[config.mk]
export PLATFORM = sky130hd
export DESIGN_NAME = regfile_mp_flat
export DESIGN_NICKNAME = d
export VERILOG_FILES = /design/src/rtl/regfile_mp_if.sv /design/src/rtl/regfile_mp.sv /design/src/flat_wrapper.sv
export SDC_FILE = /design/constraint.sdc
export NUM_CORES = 2
export LEC_CHECK = 0
export CAP_MARGIN = 20
export CELL_PAD_IN_SITES_DETAIL_PLACEMENT = 2
export CELL_PAD_IN_SITES_GLOBAL_PLACEMENT = 2
export CORE_UTILIZATION = 36
export CTS_BUF_LIST = sky130_fd_sc_hd__clkbuf_16
export DETAILED_ROUTE_END_ITERATION = 8
export PLACE_DENSITY = 0.74
export SYNTH_ARGS = -nofsm -noshare
export SYNTH_HDL_FRONTEND = slang
export SYNTH_SLANG_ARGS = --single-unit
[constraint.sdc]
create_clock -name clk -period 6.1 [get_ports clk]
set_input_delay 0.915 -clock clk [delete_from_list [all_inputs] [get_ports clk]]
set_output_delay 0.915 -clock clk [all_outputs]
set_load 0.01 [all_outputs]
[src/rtl/regfile_mp_if.sv]
// rtl/regfile_mp_if.sv - write/read/clear bus of the multi-port register file
interface regfile_mp_if #(
    parameter int WIDTH      = 32,
    parameter int ADDR_WIDTH = 5,
    parameter int NREAD      = 2
);
    logic                        clearReq;
    logic                        busy;
    logic                        weA;
    logic                        weB;
    logic [ADDR_WIDTH-1:0]       waA;
    logic [ADDR_WIDTH-1:0]       waB;
    logic [WIDTH-1:0]            wdA;
    logic [WIDTH-1:0]            wdB;
    logic [WIDTH/8-1:0]          wmA;
    logic [WIDTH/8-1:0]          wmB;
    logic [NREAD*ADDR_WIDTH-1:0] readAddr;
    logic [NREAD*WIDTH-1:0]      readData;

    modport master (
        output clearReq, weA, weB, waA, waB, wdA, wdB, wmA, wmB, readAddr,
        input  busy, readData
    );

    modport slave (
        input  clearReq, weA, weB, waA, waB, wdA, wdB, wmA, wmB, readAddr,
        output busy, readData
    );
endinterface

[src/rtl/regfile_mp.sv]
// rtl/regfile_mp.sv - dual-write, NREAD-read register file with sequential clear engine
// Optional BYPASS_EN: same-cycle write-to-read forwarding, per byte, B priority.
module regfile_mp #(
    parameter int WIDTH      = 32,
    parameter int ADDR_WIDTH = 5,
    parameter int NREAD      = 2,
    parameter int ZERO_REG   = 1
) (
    input  logic         clk,
    input  logic         reset,
    regfile_mp_if.slave  bus
);
    localparam int DEPTH  = 1 << ADDR_WIDTH;
    localparam int NBYTES = WIDTH / 8;

    typedef enum logic {IDLE, CLEAR} state_t;

    state_t                state;
    logic [ADDR_WIDTH-1:0] ptr;
    logic [WIDTH-1:0]      mem [DEPTH];
    logic [NREAD*WIDTH-1:0] rdAll;
    logic                  wrOkA;
    logic                  wrOkB;

    // A write to the hardwired-zero entry is simply dropped.
    assign wrOkA = bus.weA && !(ZERO_REG != 0 && bus.waA == '0);
    assign wrOkB = bus.weB && !(ZERO_REG != 0 && bus.waB == '0);

    always_ff @(posedge clk) begin
        if (reset) begin
            state <= CLEAR;
            ptr   <= '0;
        end else begin
            case (state)
                IDLE: begin
                    // A first, then B, so B's overlapping bytes win on a shared address.
                    for (int k = 0; k < NBYTES; k++) begin
                        if (wrOkA && bus.wmA[k])
                            mem[bus.waA][8*k +: 8] <= bus.wdA[8*k +: 8];
                        if (wrOkB && bus.wmB[k])
                            mem[bus.waB][8*k +: 8] <= bus.wdB[8*k +: 8];
                    end
                    if (bus.clearReq) begin
                        state <= CLEAR;
                        ptr   <= '0;
                    end
                end
                CLEAR: begin
                    mem[ptr] <= '0;
                    ptr      <= ptr + 1'b1;
                    if (ptr == ADDR_WIDTH'(DEPTH - 1))
                        state <= IDLE;
                end
                default: state <= CLEAR;
            endcase
        end
    end

    assign bus.busy = (state == CLEAR);

    for (genvar p = 0; p < NREAD; p++) begin : g_read
        logic [ADDR_WIDTH-1:0] ra;
        logic [WIDTH-1:0]      word;

        assign ra = bus.readAddr[p*ADDR_WIDTH +: ADDR_WIDTH];

        always_comb begin
            word = mem[ra];
`ifdef BYPASS_EN
            for (int k = 0; k < NBYTES; k++) begin
                if (wrOkB && bus.wmB[k] && bus.waB == ra)
                    word[8*k +: 8] = bus.wdB[8*k +: 8];
                else if (wrOkA && bus.wmA[k] && bus.waA == ra)
                    word[8*k +: 8] = bus.wdA[8*k +: 8];
            end
`else
`endif
            if (state == CLEAR || (ZERO_REG != 0 && ra == '0))
                word = '0;
        end

        assign rdAll[p*WIDTH +: WIDTH] = word;
    end

    assign bus.readData = rdAll;
endmodule
[src/flat_wrapper.sv]
// flat-port wrapper written by rule: the top's interface ports become plain ports
module regfile_mp_flat 
#(
    parameter int WIDTH      = 32,
    parameter int ADDR_WIDTH = 5,
    parameter int NREAD      = 2,
    parameter int ZERO_REG   = 1
)
  (clk, reset, bus_clearReq, bus_weA, bus_weB, bus_waA, bus_waB, bus_wdA, bus_wdB, bus_wmA, bus_wmB, bus_readAddr, bus_busy, bus_readData);
  regfile_mp_if #(.WIDTH(WIDTH), .ADDR_WIDTH(ADDR_WIDTH), .NREAD(NREAD)) bus_i ();
  input  logic clk;
  input  logic reset;
  input wire logic [$bits(bus_i.clearReq)-1:0] bus_clearReq;
  input wire logic [$bits(bus_i.weA)-1:0] bus_weA;
  input wire logic [$bits(bus_i.weB)-1:0] bus_weB;
  input wire logic [$bits(bus_i.waA)-1:0] bus_waA;
  input wire logic [$bits(bus_i.waB)-1:0] bus_waB;
  input wire logic [$bits(bus_i.wdA)-1:0] bus_wdA;
  input wire logic [$bits(bus_i.wdB)-1:0] bus_wdB;
  input wire logic [$bits(bus_i.wmA)-1:0] bus_wmA;
  input wire logic [$bits(bus_i.wmB)-1:0] bus_wmB;
  input wire logic [$bits(bus_i.readAddr)-1:0] bus_readAddr;
  output wire logic [$bits(bus_i.busy)-1:0] bus_busy;
  output wire logic [$bits(bus_i.readData)-1:0] bus_readData;
  assign bus_i.clearReq = bus_clearReq;
  assign bus_i.weA = bus_weA;
  assign bus_i.weB = bus_weB;
  assign bus_i.waA = bus_waA;
  assign bus_i.waB = bus_waB;
  assign bus_i.wdA = bus_wdA;
  assign bus_i.wdB = bus_wdB;
  assign bus_i.wmA = bus_wmA;
  assign bus_i.wmB = bus_wmB;
  assign bus_i.readAddr = bus_readAddr;
  assign bus_busy = bus_i.busy;
  assign bus_readData = bus_i.readData;
  regfile_mp #(.WIDTH(WIDTH), .ADDR_WIDTH(ADDR_WIDTH), .NREAD(NREAD), .ZERO_REG(ZERO_REG)) u_core (.clk(clk), .reset(reset), .bus(bus_i));
endmodule
==> flow_summary.yaml <==
status:
  status: "completed"
worst_hold_path:
  hold_end: "u_core.ptr[2]"
  min_path_cells: 2
  hold_start: "u_core.ptr[2]"
  hp-class: "flop to flop"
flow_run:
  drv_cap: 0
timing:
  setup_slack_ps: 709
  relSlewSlack_pct: 15.7
  tightest_slew_ps: 1260
  skew_ps: 35.9
  timing.setup.tns_ps: 0
  rsz0062_at_grt: "false"
  layout_min_cycle_time_ps: 5390
  min_period_over_period_pct: 88.4
  slew_viol_final: 0
  fmax_ghz: 0.185
  setup_viol: 0
  final_hold_viol_count: 0
yosys:
  syn_inst: 4428
  yosysUniqueCellTypes: 54
  ys_warn_count: 0
  synth-main-ff-cell: "edfxtp_1"
  synth_edf_count: 1024
  syn_avg_cell_area_um2: 14.0
  synth-seq-cells: 1030
  yosysSeqAreaShare_pct: 49.7
  synthArstFlopShare_pct: 0
  syn_area_um2: 62100
  synth_fp_nets: 4527
critical_path:
  cp_num_buf_inv: 2
  cpMostUsedCell: "clkdlybuf4s50_1"
  critPathSlowestCell: "and3b_2"
  rr_endpoint: "u_core.mem[20][8]"
  end_kind: "output pin"
  cp_max_fo: 32
  rr_startpoint: "u_core.bus.busy"
  path_delay_family: "simple AND/OR/NAND/NOR gates"
  worst-setup-path-type: "input port to output pin"
  r2r_cells: 5
  crit_path_start_kind: "input port"
  worstPathRequired_ps: 5180
  slowest_delay_ps: 1070
  ff2ff_setup_slack_ps: 1680
  worstPathArrival_ps: 4480
  crit_chain: "clkdlybuf4s50_1 -> and3b_2 -> o21ai_0 -> or3_1 -> nand4_1 -> clkdlybuf4s50_1"
power_and_ir_drop:
  p_leak_nw: 24.8
  power_density_nw_per_um2: 232
  peakVddDrop_mv: 0.200
final_layout:
  final_cell_mix: "mux2_2, edfxtp_1, mux2i_1, buf_4, mux4_2"
  final_nets: 4645
  final_cell_area_um2: 71000
  layout_commonest_cell: "mux2_2"
  area_delta_synth_final_pct: 14.3
  drive_gt1_share_pct: 44.7
  fill_cells: 16900
global_routing:
  grt_util_all_layers_pct: 30.9
  antenna_found_initial: 32
  grt_max_degree: 123
  grt_pass1_wl_um: 382000
  grt_overflow: 0
  grt_pass1_vias: 47400
clock_tree:
  cts_resized: 0
  cts_sinks: 1030
  cts_buffers: 115
  root_buffer: "clkbuf_16"
  h-tree-depth: 3
  clkTransAtPathRegs_ps: 60
  hold_buffers: 0
  ctsLongestPathBuffers: 3
  cts_tree: "done"
  cts_setup_buffers: 0
  worstSkewPairLatency_ps: 770
die:
  fp.dieH_um: 417
  initial_utilization_pct: 36.2
  ios: 162
  dieWidth_um: 417
  row_count: 152
  dieArea_um2: 174000
  coreArea_um2: 172000
routing:
  dr_total_vias: 46100
  wire_per_inst_um: 39.4
  first_pass_iters: 8
  antenna_left: 0
  drt_iter0_markers: 5965
  routed_via_density: 6.60
  post-route-drc-count: 0
  drt-total-wl_um: 275000
place:
  dp_hpwl_um: 188000
  gp_congestion: 0.914
  post-place-ws_ps: 791
  io_buffers: 161
  place_area_um2: 67300
[metrics by stage]
| step | power, mW | util [%] | std cells | hold WS [ps] |
|---|---|---|---|---|
| floorplan | 9.07 | - | 4428 | 520 |
| detailed placement | 9.79 | 39.3 | 6732 | 632 |
| global placement | 9.71 | 39.2 | 6726 | 595 |
| finish | 16.5 | 41.4 | 6985 | 644 |
| CTS | 16.5 | 41.3 | 6941 | 636 |
| global route | 16.8 | 41.4 | 6948 | 718 |
[cell usage after synthesis, types with 3 or more instances]
cell type / instances / share of area [%]
o21bai_1: 4 / 0.048
nor4b_1: 3 / 0.042
nand2_1: 52 / 0.31
nor3b_1: 3 / 0.036
nor2b_1: 70 / 0.70
a22o_1: 32 / 0.45
nor2_2: 12 / 0.12
buf_4: 21 / 0.25
nor4bb_1: 6 / 0.097
nand2_2: 116 / 1.2
nand2b_1: 7 / 0.070
and2_1: 36 / 0.36
nand4_1: 63 / 0.63
a211oi_1: 65 / 0.79
or3b_2: 3 / 0.042
o21ai_0: 188 / 1.5
edfxtp_1: 1024 / 49
dfxtp_1: 6 / 0.19
clkbuf_1: 324 / 2.0
a211oi_2: 4 / 0.081
and3_1: 32 / 0.32
nor3_1: 5 / 0.040
o22ai_1: 65 / 0.65
or3_1: 62 / 0.62
inv_1: 4 / 0.024
a22oi_1: 160 / 1.9
nor2_1: 36 / 0.22
mux2_1: 33 / 0.60
nand3_1: 100 / 0.81
a31oi_1: 31 / 0.31
a31o_2: 5 / 0.070
mux2_2: 1158 / 21
mux2i_1: 265 / 4.3
mux4_2: 252 / 9.1
or2_2: 4 / 0.040
a21oi_1: 39 / 0.31
buf_2: 89 / 0.72
nand3b_1: 8 / 0.097
buf_1: 18 / 0.11
[area by class of cell]
cell class / instances / area, µm² / share of cell area (%)
antenna: 37 / 92.6 / 0.130
clock buffer: 120 / 3000 / 4.23
clock inverter: 89 / 536 / 0.754
inverter: 4 / 15.0 / 0.0211
multi-input combinational: 2940 / 29600 / 41.6
sequential: 1030 / 30900 / 43.5
tap: 2310 / 2890 / 4.07
timing repair buffer: 455 / 4060 / 5.72
[power by group]
part	total, mW	switching (mW)	internal (mW)	leakage [nW]
Clock	6.81	3.08	3.73	1.83
Sequential	7.88	0.0347	7.85	9.42
Combinational	1.82	1.11	0.710	13.6
[registers in the layout, indices dropped and copies added (netlist names)]
| signal | cells |
|---|---|
| u_core.bus.busy | 1 |
| u_core.mem | 1024 |
| u_core.ptr | 5 |
[worst reg2reg max path, cell delays in order (launching register included)]
cell and delay (ps):
dfxtp_2 930, nand2b_2 470, buf_4 430, mux2_2 420, nand3_1 660, o21ai_0 1120
[worst max path at each step]
stage                         start  depth (start not counted)                to
finish              bus_readAddr[3]                          6  bus_readData[29]
global route        u_core.bus.busy                          5   bus_readData[4]
CTS                 u_core.bus.busy                          5   bus_readData[4]
detailed placement  bus_readAddr[4]                          6   bus_readData[4]
global placement    bus_readAddr[3]                          6  bus_readData[24]
floorplan           bus_readAddr[0]                          7  bus_readData[14]
[per-layer routing]
metal	GRT usage [%]	vias up	part of all wire, %
met5	0	-	0.096
met4	17.7	20	5.9
met3	7.32	672	10
met2	47.8	2891	46
met1	39.6	24500	38
li1	-	18000	-
[logic make-up (layout without fill, tap and decap cells)]
| kind of cell | Yosys count | in the layout | share of synthesized area (%) |
|---|---|---|---|
| muxes | 1708 | 1708 | 35.0 |
| DFF | 1030 | 1030 | 49.7 |
| and+or+nand+nor | 628 | 628 | 5.91 |
| AOI/OAI and AO/OA | 602 | 602 | 6.28 |
| buffers and inverters | 458 | 668 | 3.10 |
| adders and majority gates | 2 | 2 | 0.0403 |
| other | 0 | 37 | 0 |
Note: power is estimated with default switching activity, not from simulation.
